## src/rtl/otn_frame_rx_ack_if.sv

```systemverilog
// Receive-side delivery bundle of the OTN frame receiver: payload bytes and frame status.
interface otn_frame_rx_ack_if;
    logic [7:0] data;
    logic       data_valid;
    logic       frame_start;
    logic       frame_done;
    logic       frame_good;
    logic       locked;

    modport master (output data, data_valid, frame_start, frame_done, frame_good, locked);
    modport slave  (input  data, data_valid, frame_start, frame_done, frame_good, locked);
endinterface

```

## src/rtl/otn_frame_rx_ack.sv

```systemverilog
// OTN serial frame receiver: bit-timing recovery, FAS hunt, payload delivery,
// BIP-8 check and 3-bit ACK return on the idle-high ACK line.
//
// state      | meaning
// HUNT       | shifting sampled bits, searching for FAS
// RECV       | locked, assembling payload bytes and accumulating BIP
// CHECK      | one cycle: compare received BIP byte, report frame result
// ACK_START  | ACK line driven 0 for one bit time
// ACK_BIT    | ACK line driven with the frame result for one bit time
// ACK_STOP   | ACK line driven 0 for one bit time, then back to HUNT
module otn_frame_rx_ack #(
    parameter int          FRAME_BYTES = 4164,
    parameter int          BIT_TICKS   = 20,
    parameter int          SAMPLE_TICK = 9,
    parameter logic [47:0] FAS         = 48'h282828F6F6F6
) (
    input  logic               i_clk,
    input  logic               i_rst,
    input  logic               i_sclk_en_16_x_baud,
    input  logic               i_otn_rx_data,
    input  logic               i_arq_en,
    output logic               o_otn_tx_ack,
    otn_frame_rx_ack_if.master rx_if
);

    typedef enum logic [2:0] {
        ST_HUNT,
        ST_RECV,
        ST_CHECK,
        ST_ACK_START,
        ST_ACK_BIT,
        ST_ACK_STOP
    } state_t;

    localparam logic [4:0]  PHASE_LAST = 5'(BIT_TICKS - 1);
    localparam logic [4:0]  SAMPLE_PH  = 5'(SAMPLE_TICK);
    localparam logic [4:0]  ACK_LOAD   = 5'(BIT_TICKS - 1);
    localparam logic [12:0] LAST_BYTE  = 13'(FRAME_BYTES - 1);

    state_t      state_q, state_d;
    logic [2:0]  sync_q;
    logic [4:0]  phase_q, phase_d;
    logic [47:0] sreg_q, sreg_d;
    logic [7:0]  byte_sh_q, byte_sh_d;
    logic [2:0]  bit_cnt_q, bit_cnt_d;
    logic [12:0] byte_cnt_q, byte_cnt_d;
    logic [7:0]  bip_q, bip_d;
    logic [4:0]  ack_cnt_q, ack_cnt_d;
    logic [7:0]  data_q, data_d;
    logic        data_valid_q, data_valid_d;
    logic        frame_start_q, frame_start_d;
    logic        frame_done_q, frame_done_d;
    logic        frame_good_q, frame_good_d;
    logic        locked_q, locked_d;
    logic        tx_ack_q, tx_ack_d;

    logic        rx_edge, rx_bit, sample, fas_hit, byte_done, last_byte, ack_tc;
    logic [47:0] sreg_shift;
    logic [7:0]  byte_shift;

    // A tick coinciding with an edge realigns the phase and never samples.
    assign rx_edge    = sync_q[2] ^ sync_q[1];
    assign rx_bit     = sync_q[1];
    assign sample     = i_sclk_en_16_x_baud && !rx_edge && (phase_q == SAMPLE_PH);
    assign sreg_shift = {rx_bit, sreg_q[47:1]};
    assign byte_shift = {rx_bit, byte_sh_q[7:1]};
    assign fas_hit    = sample && (sreg_shift == FAS);
    assign byte_done  = sample && (bit_cnt_q == 3'd7);
    assign last_byte  = (byte_cnt_q == LAST_BYTE);
    assign ack_tc     = i_sclk_en_16_x_baud && (ack_cnt_q == 5'd0);

    always_ff @(posedge i_clk) begin : state_reg
        if (i_rst) state_q <= ST_HUNT;
        else       state_q <= state_d;
    end

    always_comb begin : next_state
        state_d = state_q;
        case (state_q)
            ST_HUNT:      if (fas_hit) state_d = ST_RECV;
            ST_RECV:      if (byte_done && last_byte) state_d = ST_CHECK;
            ST_CHECK:     state_d = i_arq_en ? ST_ACK_START : ST_HUNT;
            ST_ACK_START: if (ack_tc) state_d = ST_ACK_BIT;
            ST_ACK_BIT:   if (ack_tc) state_d = ST_ACK_STOP;
            ST_ACK_STOP:  if (ack_tc) state_d = ST_HUNT;
            default:      state_d = ST_HUNT;
        endcase
    end

    always_comb begin : outputs
        phase_d       = phase_q;
        sreg_d        = sreg_q;
        byte_sh_d     = byte_sh_q;
        bit_cnt_d     = bit_cnt_q;
        byte_cnt_d    = byte_cnt_q;
        bip_d         = bip_q;
        ack_cnt_d     = ack_cnt_q;
        data_d        = data_q;
        data_valid_d  = 1'b0;
        frame_start_d = 1'b0;
        frame_done_d  = 1'b0;
        frame_good_d  = frame_good_q;
        locked_d      = locked_q;

        if (rx_edge)
            phase_d = '0;
        else if (i_sclk_en_16_x_baud)
            phase_d = (phase_q == PHASE_LAST) ? 5'd0 : phase_q + 5'd1;

        case (state_q)
            ST_HUNT: begin
                if (sample) sreg_d = sreg_shift;
                if (fas_hit) begin
                    frame_start_d = 1'b1;
                    locked_d      = 1'b1;
                    byte_cnt_d    = 13'd6;
                    bit_cnt_d     = 3'd0;
                    bip_d         = 8'h00;
                end
            end
            ST_RECV: begin
                if (sample) begin
                    byte_sh_d = byte_shift;
                    bit_cnt_d = bit_cnt_q + 3'd1;
                end
                // The final byte of the frame is the BIP itself and is kept in byte_sh for CHECK.
                if (byte_done && !last_byte) begin
                    data_d       = byte_shift;
                    data_valid_d = 1'b1;
                    bip_d        = bip_q ^ byte_shift;
                    byte_cnt_d   = byte_cnt_q + 13'd1;
                end
            end
            ST_CHECK: begin
                frame_good_d = (byte_sh_q == bip_q);
                frame_done_d = 1'b1;
                locked_d     = 1'b0;
                ack_cnt_d    = ACK_LOAD;
                if (!i_arq_en) sreg_d = '0;
            end
            ST_ACK_START, ST_ACK_BIT, ST_ACK_STOP: begin
                if (i_sclk_en_16_x_baud)
                    ack_cnt_d = ack_tc ? ACK_LOAD : ack_cnt_q - 5'd1;
                if (state_q == ST_ACK_STOP && ack_tc) sreg_d = '0;
            end
            default: ;
        endcase

        case (state_d)
            ST_ACK_START, ST_ACK_STOP: tx_ack_d = 1'b0;
            ST_ACK_BIT:                tx_ack_d = frame_good_q;
            default:                   tx_ack_d = 1'b1;
        endcase
    end

    always_ff @(posedge i_clk) begin : datapath_reg
        if (i_rst) begin
            sync_q        <= '0;
            phase_q       <= '0;
            sreg_q        <= '0;
            byte_sh_q     <= '0;
            bit_cnt_q     <= '0;
            byte_cnt_q    <= '0;
            bip_q         <= '0;
            ack_cnt_q     <= '0;
            data_q        <= '0;
            data_valid_q  <= 1'b0;
            frame_start_q <= 1'b0;
            frame_done_q  <= 1'b0;
            frame_good_q  <= 1'b0;
            locked_q      <= 1'b0;
            tx_ack_q      <= 1'b1;
        end else begin
            sync_q        <= {sync_q[1:0], i_otn_rx_data};
            phase_q       <= phase_d;
            sreg_q        <= sreg_d;
            byte_sh_q     <= byte_sh_d;
            bit_cnt_q     <= bit_cnt_d;
            byte_cnt_q    <= byte_cnt_d;
            bip_q         <= bip_d;
            ack_cnt_q     <= ack_cnt_d;
            data_q        <= data_d;
            data_valid_q  <= data_valid_d;
            frame_start_q <= frame_start_d;
            frame_done_q  <= frame_done_d;
            frame_good_q  <= frame_good_d;
            locked_q      <= locked_d;
            tx_ack_q      <= tx_ack_d;
        end
    end

    assign rx_if.data        = data_q;
    assign rx_if.data_valid  = data_valid_q;
    assign rx_if.frame_start = frame_start_q;
    assign rx_if.frame_done  = frame_done_q;
    assign rx_if.frame_good  = frame_good_q;
    assign rx_if.locked      = locked_q;
    assign o_otn_tx_ack      = tx_ack_q;

endmodule
```

## src/flat_wrapper.sv

```systemverilog
// flat-port wrapper written by rule: the top's interface ports become plain ports
module otn_frame_rx_ack_flat 
#(
    parameter int          FRAME_BYTES = 4164,
    parameter int          BIT_TICKS   = 20,
    parameter int          SAMPLE_TICK = 9,
    parameter logic [47:0] FAS         = 48'h282828F6F6F6
)
  (i_clk, i_rst, i_sclk_en_16_x_baud, i_otn_rx_data, i_arq_en, o_otn_tx_ack, rx_if_data, rx_if_data_valid, rx_if_frame_start, rx_if_frame_done, rx_if_frame_good, rx_if_locked);
  otn_frame_rx_ack_if rx_if_i ();
  input  logic i_clk;
  input  logic i_rst;
  input  logic i_sclk_en_16_x_baud;
  input  logic i_otn_rx_data;
  input  logic i_arq_en;
  output logic o_otn_tx_ack;
  output wire logic [$bits(rx_if_i.data)-1:0] rx_if_data;
  output wire logic [$bits(rx_if_i.data_valid)-1:0] rx_if_data_valid;
  output wire logic [$bits(rx_if_i.frame_start)-1:0] rx_if_frame_start;
  output wire logic [$bits(rx_if_i.frame_done)-1:0] rx_if_frame_done;
  output wire logic [$bits(rx_if_i.frame_good)-1:0] rx_if_frame_good;
  output wire logic [$bits(rx_if_i.locked)-1:0] rx_if_locked;
  assign rx_if_data = rx_if_i.data;
  assign rx_if_data_valid = rx_if_i.data_valid;
  assign rx_if_frame_start = rx_if_i.frame_start;
  assign rx_if_frame_done = rx_if_i.frame_done;
  assign rx_if_frame_good = rx_if_i.frame_good;
  assign rx_if_locked = rx_if_i.locked;
  otn_frame_rx_ack #(.FRAME_BYTES(FRAME_BYTES), .BIT_TICKS(BIT_TICKS), .SAMPLE_TICK(SAMPLE_TICK), .FAS(FAS)) u_core (.i_clk(i_clk), .i_rst(i_rst), .i_sclk_en_16_x_baud(i_sclk_en_16_x_baud), .i_otn_rx_data(i_otn_rx_data), .i_arq_en(i_arq_en), .o_otn_tx_ack(o_otn_tx_ack), .rx_if(rx_if_i));
endmodule
```

## config.mk

```make
export PLATFORM = sky130hd
export DESIGN_NAME = otn_frame_rx_ack_flat
export DESIGN_NICKNAME = d
export VERILOG_FILES = /design/src/rtl/otn_frame_rx_ack_if.sv /design/src/rtl/otn_frame_rx_ack.sv /design/src/flat_wrapper.sv
export SDC_FILE = /design/constraint.sdc
export NUM_CORES = 1
export LEC_CHECK = 0
export ABC_AREA = 1
export ABC_CLOCK_PERIOD_IN_PS = 1900
export CORE_MARGIN = 2
export CORE_UTILIZATION = 30
export DETAILED_ROUTE_END_ITERATION = 16
export SYNTH_ARGS = -nofsm -noshare
export SYNTH_HDL_FRONTEND = slang
export SYNTH_SLANG_ARGS = --single-unit
```

## constraint.sdc

```tcl
create_clock -name i_clk -period 1.9 [get_ports i_clk]
set_input_delay 0.38 -clock i_clk [delete_from_list [all_inputs] [get_ports i_clk]]
set_output_delay 0.38 -clock i_clk [all_outputs]
set_load 0.01 [all_outputs]
```

; ---- After elaboration in Yosys (flattened, before gate mapping)
; Index checks and enable logic that the tools add are counted.
[word_totals]
ff_bits = 110
output_inout_bits = 14
wordCells = 103
in_bits = 5
[classes]
n_reduce_logical = 28
n_eq_ne = 21
muxes = 30
addsub = 4
bitwise = 4
[op_table]
columns = operator, count
row1 = two-way mux 48 bit, 3
row2 = one-hot mux 48 bit (3 select lines), 1
row3 = equality test 48 x 46 -> 1 bit (second input constant), 1
row4 = two-way mux 13 bit, 2
row5 = one-hot mux 13 bit (2 select lines), 1
row6 = two-way mux 3 bit, 7
row7 = one-hot mux 3 bit (6 select lines), 1
row8 = two-way mux 8 bit, 2
row9 = one-hot mux 8 bit (2 select lines), 1
row10 = equality test 3 bit (second input constant), 5
row11 = two-way mux 5 bit, 3
row12 = adder 13 x 1 -> 13 bit (second input constant), 1
row13 = equality test 13 bit (second input constant), 1
row14 = != test 2 x 1 -> 1 bit (second input constant), 5
row15 = one-hot mux 5 bit (2 select lines), 1
row16 = equality test 3 x 2 -> 1 bit (second input constant), 3
row17 = equality test 8 bit, 1
row18 = logical AND 1 bit, 8
row19 = AND reduction 2 bit, 4
row20 = OR reduction 2 bit, 4
row21 = XOR 8 bit, 1
row22 = one-hot mux 3 bit (2 select lines), 1
row23 = AND reduction 3 bit, 2
row24 = nonzero test 2 bit, 3
row25 = other kinds (18), 25

; ---- Logic depth before layout (Yosys ltp)
; Gate-level depths: netlist of run 1.
[depth]
ltp_word = 11
depth_mapped = 13
depth_no_buf = 12

; ---- Worst setup path before layout of run 1
; No wires, ideal clock.
[synth_timing]
path_type = input to register
startpoint = input i_sclk_en_16_x_baud
endpoint = register u_core.byte_cnt_q[7]
setup_slack_ns = 0.242
required_time_ns = 1.768
path_buffers = 2
setup_time_ns = 0.132
cell_stages = 11
t_arrival_ns = 1.525
cell_sequence = buf_4 -> nand2_1 -> nor2_1 -> nand2_1 -> nor2_1 -> nand2_1 -> nand2_1 -> nand2_2 -> buf_2 -> nand2_1 -> a21oi_1
[synth_via]
elab_chain_cells = 6
word_cells_on_any_way = 8
classes_between = eq/ne (2) / reduce/logical (6)
[synth_lines]
columns = item, line
row1 = from (decl), flat_wrapper.sv:13  ; input logic i_sclk_en_16_x_baud;
row2 = logical AND 1 bit * (2 in a row), otn_frame_rx_ack.sv:64  ; assign sample = i_sclk_en_16_x_baud && !rx_edge && (phase_q == SAMPLE_PH);
row3 = logical AND 1 bit, otn_frame_rx_ack.sv:68  ; assign byte_done = sample && (bit_cnt_q == 3'd7);
row4 = logical AND 1 bit, otn_frame_rx_ack.sv:127  ; if (byte_done && !last_byte) begin
row5 = != test 2 x 1 -> 1 bit (no source line), -
row6 = AND reduction 3 bit (no source line) *, -
row7 = to (signal assigned), otn_frame_rx_ack.sv:179  ; byte_cnt_q <= byte_cnt_d;
row8 = to (decl), otn_frame_rx_ack.sv:46  ; logic [12:0] byte_cnt_q, byte_cnt_d;
; Every way passes the cells marked *; elsewhere a longest branch is shown, timed or not.
; A chain may end at the register's enable or synchronous reset.

; ---- Final worst setup path of run 1
[layout_timing]
startpoint = register u_core.ack_cnt_q[1]
endpoint = register u_core.sreg_q[22]
[layout_via]
elab_chain_cells = 5
[layout_lines]
columns = item, line
row1 = from (decl), otn_frame_rx_ack.sv:48  ; logic [4:0] ack_cnt_q, ack_cnt_d;
row2 = from (signal assigned), otn_frame_rx_ack.sv:181  ; ack_cnt_q <= ack_cnt_d;
row3 = logical NOT 5 bit, otn_frame_rx_ack.sv:70  ; assign ack_tc = i_sclk_en_16_x_baud && (ack_cnt_q == 5'd0);
row4 = logical AND 1 bit, otn_frame_rx_ack.sv:70
row5 = logical AND 1 bit, otn_frame_rx_ack.sv:144  ; if (state_q == ST_ACK_STOP && ack_tc) sreg_d = '0;
row6 = != test 2 x 1 -> 1 bit (no source line), -
row7 = AND reduction 4 bit (no source line), -
row8 = to (signal assigned), otn_frame_rx_ack.sv:176  ; sreg_q <= sreg_d;
row9 = to (decl), otn_frame_rx_ack.sv:43  ; logic [47:0] sreg_q, sreg_d;
; Every way passes these cells.

==> results of run 1 <==
repair_timing:
action	CTS	global route
endpoints found under the setup margin	16	79
resized for setup	4	20
buffers inserted	0	6
pin swaps	0	4
gates cloned	0	6
cells by family (layout without fill, tap and decap cells):
group,Yosys count,count (layout),share of synthesized area
flip-flops,109,109,0.4162
buffers and inverters,104,149,0.08496
adder cells (fa/ha/maj),7,7,0.01671
XOR/XNOR,23,23,0.03842
AO/OA/AOI/OAI,117,117,0.1134
AND/OR/NAND/NOR,404,404,0.3303
sequential cells by signal (all words and copies together), names as in the netlist, 3 cells and up:
name,cells
u_core.ack_cnt_q,5
u_core.bip_q,8
u_core.bit_cnt_q,3
u_core.byte_cnt_q,13
u_core.byte_sh_q,8
u_core.phase_q,5
u_core.rx_if.data,8
u_core.sreg_q,47
u_core.state_q,3
u_core.sync_q,3
metal layers:
metal	vias to the layer above	GRT usage
li1	2538	-
met1	2198	0.1785
met2	45	0.2183
met3	15	0.03281
met4	0	0.03819
met5	-	0
worst max-delay path: cells and delay by family (launching register included):
family,cells,cell delay (ns)
buf+inv,3,0.40
simple gates,4,0.40
compound gates,3,0.36
flops,1,0.32
fa+ha+maj,1,0.19
stage by stage:
stage          setup TNS, ns  utilization  setup slack, ns
2_1_floorplan              0            -           0.2424
3_3_place_gp          -25.57       0.3423          -0.3554
3_5_place_dp          -29.68       0.3423          -0.3998
4_1_cts                    0       0.3602          0.02860
5_1_grt             -0.06879       0.3751         -0.02296
6_report                   0       0.3751           0.1071
synthesized netlist by cell type, drive strengths merged, types with 2 or more instances:
cell / n
ha: 7
nand4: 11
nand2: 148
nor2: 144
o21ai: 69
or2: 7
dfxtp: 109
nor3: 7
a21oi: 44
xnor2: 10
nor3b: 3
buf: 25
xor2: 13
clkbuf: 15
a211oi: 2
inv: 63
nand3: 82
worst max-delay path by stage:
stage / from / to / slack [ns] / cells past startpoint
floorplan: i_sclk_en_16_x_baud / u_core.byte_cnt_q[7] / 0.24 / 11
global placement: i_sclk_en_16_x_baud / u_core.sreg_q[46] / -0.36 / 11
detailed placement: i_sclk_en_16_x_baud / u_core.sreg_q[29] / -0.40 / 11
CTS: i_sclk_en_16_x_baud / u_core.sreg_q[16] / 0.03 / 11
global route: u_core.phase_q[1] / u_core.byte_cnt_q[11] / -0.02 / 11
finish: u_core.ack_cnt_q[1] / u_core.sreg_q[22] / 0.11 / 11
power groups by stage:
stage	logic, µW	registers (µW)	clock network [µW]
finish	104	2290	1880
global route	117	2290	2010
CTS	103	2290	1930
detailed placement	103	2350	0
global placement	103	2350	0
floorplan	59.2	2350	0
cell type report:
| type | count | area (µm²) |
|---|---|---|
| repair buffers | 69 | 789.5 |
| well taps | 225 | 281.5 |
| clock inverters | 6 | 56.30 |
| flip-flops and latches | 109 | 2183 |
| inverters | 64 | 244.0 |
| clock buffers | 10 | 239.0 |
| fillers | 1832 | 10730 |
| multi-input cells | 551 | 2650 |
==> out/metrics.cfg, run 1 <==
[clocking]
cts-hold-fix-buffers=0
cts-root-buf=clkbuf_16
clk_pin_slew_ns=0.08
cts_tree=yes
clock-sinks=109
numCtsBuffers=9
insertion_delay_ns=0.36
cts_buffer_depth=2
htree_num_levels=3

[worst_hold_path]
hold_path_end=u_core.sync_q[1]
hold_depth=2
hold_start=u_core.sync_q[0]
hold_class=flop to flop

[critical_path]
crit_arrival_ns=2.03
required_ns=2.14
critPathKind=flop to flop
slowest_stage=dfxtp_1
r2r-start=u_core.ack_cnt_q[1]
reg2reg_depth=11
reg2reg_slack_ns=0.11
cp_max_fo=9
startpoint_type=flop
path_cells=inv_1, ha_2, nand4_1, a21oi_2, o21ai_2, nor2_4, buf_12, clkbuf_16, nand2_1, o21ai_1, nor2_1
max_stage_delay_ns=0.32
timing.rr.end=u_core.sreg_q[22]
endpoint_kind=flop

[drt]
wl_met3_um=366
dr_total_vias=4796
wl_met1_mm=6.297
dr.pass1.iters=4
ant_nets=0
drt_iter0_drc=286
drcViolationCount=0
top_layer_used=met4
wl_per_cell_um=12.23
wl_met2_mm=5.818
vias_per_cell=4.638
routed_wl_mm=12.65

[sta]
rsz0062_at_grt=yes
setup_viol=0
drv_slew=0
worstMarginPinSlew_ns=0.4384
hold_slack_ns=0.4140
fin_crit_sh=0.9436
finalCriticalPeriod_ns=1.793
clock_skew_ns=0.008836
hold_viol=0
max_freq_mhz=557.8
relSlewSlack=0.7065

[logic_synthesis]
syn-cell-area_mm2=0.005243
ys_warn_count=0
synthCells=764
synth_seq_area_share=0.4162
async_flop_share=0
synth_ff_type=dfxtp_1
yosysUniqueCellTypes=32
yosysTopAreaCell=dfxtp_1
synth-edff-count=0
ys_ff_latch=109
syn_nets=776
synth_top_area_frac=0.4162
avgSynthCellArea_um2=6.862
synth.area.top_cells=dfxtp_1, nand2_1, nor2_1

[place]
place_area_mm2=0.005879
hpwl_mm=7.842
io_buffers=18
place_congestion=0.8026
dp.cells=1006

[floorplanning]
die_y_um=136.2
dieWidth_um=136.2
io-pin-count=19
core_area_mm2=0.01718
rows=48
start_util=0.3052
die-area_mm2=0.01855

[power_and_ir_drop]
vdd_drop_max_uv=413.4
p_clk_frac=0.439
p_sw_uw=999.8
seqPwrFrac=0.536
internal_power_uw=3275
switching_share=0.2339
power_leakage_uw=0.002382
combPwrFrac=0.024
p_per_area_mw_per_mm2=663.3
power_uw=4274

[job]
drv_cap=0

[cells_and_area]
fin_area_mm2=0.006444
diodes=0
final_common_cell=nand2_1
layout_common_cells=nand2_1, nor2_1, dfxtp_1
syn_to_final_growth_pct=22.91
final_cell_count_no_fill=1034
nNetsFinal=816
drive_gt1_frac=0.1261

[global_routing]
grt_pass1_vias=4304
track_usage=0.1349
grt_max_degree=74
overflow=0
antenna_found_initial=0
grt_first_pass_wirelength_mm=20.20

[status]
outcome=finished clean

Note: power is estimated with default switching activity, not from simulation.
==> run 2, diff against run 1 <==
--- a/config.mk
+++ b/config.mk
@@ -7,9 +7,12 @@
 export LEC_CHECK = 0
 export ABC_AREA = 1
 export ABC_CLOCK_PERIOD_IN_PS = 1900
+export CAP_MARGIN = 20
+export CORE_ASPECT_RATIO = 0.8
 export CORE_MARGIN = 2
 export CORE_UTILIZATION = 30
 export DETAILED_ROUTE_END_ITERATION = 16
+export GPL_TIMING_DRIVEN = 0
 export SYNTH_ARGS = -nofsm -noshare
 export SYNTH_HDL_FRONTEND = slang
 export SYNTH_SLANG_ARGS = --single-unit
==> run 2 against run 1 <==
- via count up 0.50%
- sequential share of layout area up 1.1 points
- first-iteration DRC count up 11%
- critical endpoint is now u_core.sreg_q[46]
- largest power group unchanged
- critical path type unchanged
- count of clock-buffer cells in the layout down 1
- non-clock buffer count up 2
- power down 2.4%
==> out/metrics.cfg, run 2 (synthesis results as in run 1) <==
[drt]
drcViolationCount=0  ; unchanged
drt_iter0_drc=318  ; +11%
dr.pass1.iters=5  ; +1
wl_per_cell_um=12.21  ; -0.16%
vias_per_cell=4.657  ; +0.40%
routed_wl_mm=12.64  ; about the same
dr_total_vias=4820  ; +0.50%
ant_nets=0  ; unchanged

[power_and_ir_drop]
power_leakage_uw=0.002269  ; -4.7%
p_per_area_mw_per_mm2=665.1  ; +0.27%
vdd_drop_max_uv=474.2  ; +15%
power_uw=4173  ; -2.4%

[floorplanning]
io-pin-count=19  ; unchanged
rows=43  ; -10%
dieWidth_um=151.8  ; +11%
core_area_mm2=0.01722  ; +0.23%
die-area_mm2=0.01855  ; about the same
die_y_um=122.2  ; -10%
start_util=0.3045  ; -0.0007098

[cells_and_area]
final_common_cell=nand2_1
drive_gt1_frac=0.1210  ; -0.005094
multi_input_area_mm2=0.002700  ; +1.9%
top_regs=u_core.sreg_q (47), u_core.byte_cnt_q (13)
nNetsFinal=818  ; +0.25%
diodes=0  ; unchanged
regArea_mm2=0.002196  ; +0.57%
largest-register=u_core.sreg_q
fillers=1824  ; -0.44%
largest_reg_flops=47  ; unchanged
layout_common_cells=nand2_1, nor2_1, dfxtp_1
syn_to_final_growth_pct=19.67

[global_routing]
grt_pass1_vias=4351  ; +1.1%
grt_first_pass_wirelength_mm=21.23  ; +5.1%
antenna_found_initial=0  ; unchanged
grt_max_degree=19  ; -74%
overflow=0  ; unchanged
track_usage=0.1437  ; +0.008822

[critical_path]
crit_arrival_ns=2.08  ; +0.05 ns
startpoint_type=flop
r2r-start=u_core.ack_cnt_q[1]
endpoint_kind=flop
reg2reg_slack_ns=0.11  ; about the same
required_ns=2.19  ; +0.05 ns
startpoint=u_core.ack_cnt_q[1]
timing.rr.end=u_core.sreg_q[46]
cp_max_fo=10  ; +1
critPathKind=flop to flop
reg2reg_depth=10  ; -1

[sta]
relSlewSlack=0.6038  ; -0.1027
rsz0062_at_grt=yes
setup_viol=0  ; unchanged
clock_skew_ns=0.007692  ; -0.001144 ns
finalCriticalPeriod_ns=1.794  ; +0.0009420 ns
max_freq_mhz=557.5  ; about the same
fin_tns_setup_ns=0  ; unchanged
fin_crit_sh=0.9441  ; about the same
drv_slew=0  ; unchanged
hold_viol=0  ; unchanged
worstMarginPinSlew_ns=0.5943  ; +0.1559 ns

[place]
hpwl_mm=8.703  ; +11%
place_congestion=0.8284  ; +3.2%
io_buffers=17  ; -1

[worst_hold_path]
hold_depth=2  ; unchanged
hold_start=i_sclk_en_16_x_baud
hold_path_end=u_core.phase_q[1]
hold_class=input port to flop

[clocking]
clock-sinks=109  ; unchanged
insertion_delay_ns=0.35  ; about the same
cts-root-buf=clkbuf_16
htree_num_levels=3  ; unchanged
cts-hold-fix-buffers=0  ; unchanged
cts_buffer_depth=2  ; unchanged
numCtsBuffers=9  ; unchanged
cts_tree=yes
clk_pin_slew_ns=0.07  ; about the same

[job]
drv_cap=0  ; unchanged

[status]
outcome=finished clean

==> run 2: layout make-up <==
class,instances,area share
repair buffers,31,0.05086
multi-input cells,551,0.4304
well taps,225,0.04487
clock inverters,6,0.007180
inverters,64,0.03829
flip-flops and latches,109,0.3500
clock buffers,9,0.03590
plain buffers,40,0.04248
==> run 2: critical path: stages, from the launching register on <==
cell and delay, ns:
dfxtp_1 0.34, inv_2 0.07, ha_2 0.18, nand4_1 0.16, a21oi_2 0.21, o21ai_2 0.09, nor2_4 0.15, buf_8 0.18
buf_4 0.19, o21ai_1 0.07, nor2_1 0.09
==> run 2: metal layers <==
layer | up-vias | track usage | share of wire
met5 | - | 0 | 0
met1 | 2157 | 0.2183 | 0.54
met4 | 0 | 0.03819 | 0.015
met3 | 14 | 0.03309 | 0.051
li1 | 2544 | - | -
met2 | 105 | 0.2021 | 0.39
==> run 2: repair_timing <==
action | in CTS | in global routing
endpoints found under the setup margin | 76 | 79
resized for setup | 23 | 43
hold endpoints to repair | 0 | 0
setup buffers | 6 | 2
pin swaps | 5 | 9
gates cloned | 3 | 3
==> run 2: worst max-delay path by stage <==
stage                               endpoint  slack [ns]  cells after the start
floorplan               u_core.byte_cnt_q[7]        0.24                     11
global route               u_core.sreg_q[30]       -0.03                     10
global placement    u_core.rx_if.frame_start       -0.25                      4
detailed placement  u_core.rx_if.frame_start       -0.26                      4
CTS                          u_core.bip_q[7]       0.005                     11
finish                     u_core.sreg_q[46]        0.11                     10
==> run 2: metrics by stage <==
stage                     setup slack (ns)  hold WS (ns)    util  instances  area (µm²)
after floorplan                     0.2424        0.3883       -        764        5243
after global placement             -0.2468        0.3921  0.3307       1006        5694
after detailed placement           -0.2585        0.3961  0.3307       1006        5694
after CTS                         0.005010        0.2741  0.3539       1030        6093
after global routing              -0.03293        0.2981  0.3644       1035        6274
final                               0.1062        0.2834  0.3644       1035        6274
==> run 2: where the power goes <==
group	internal, µW	switching, µW	total [µW]
registers	2290	6.75	2290
clock network	898	884	1780
logic	27.5	68.9	96.4
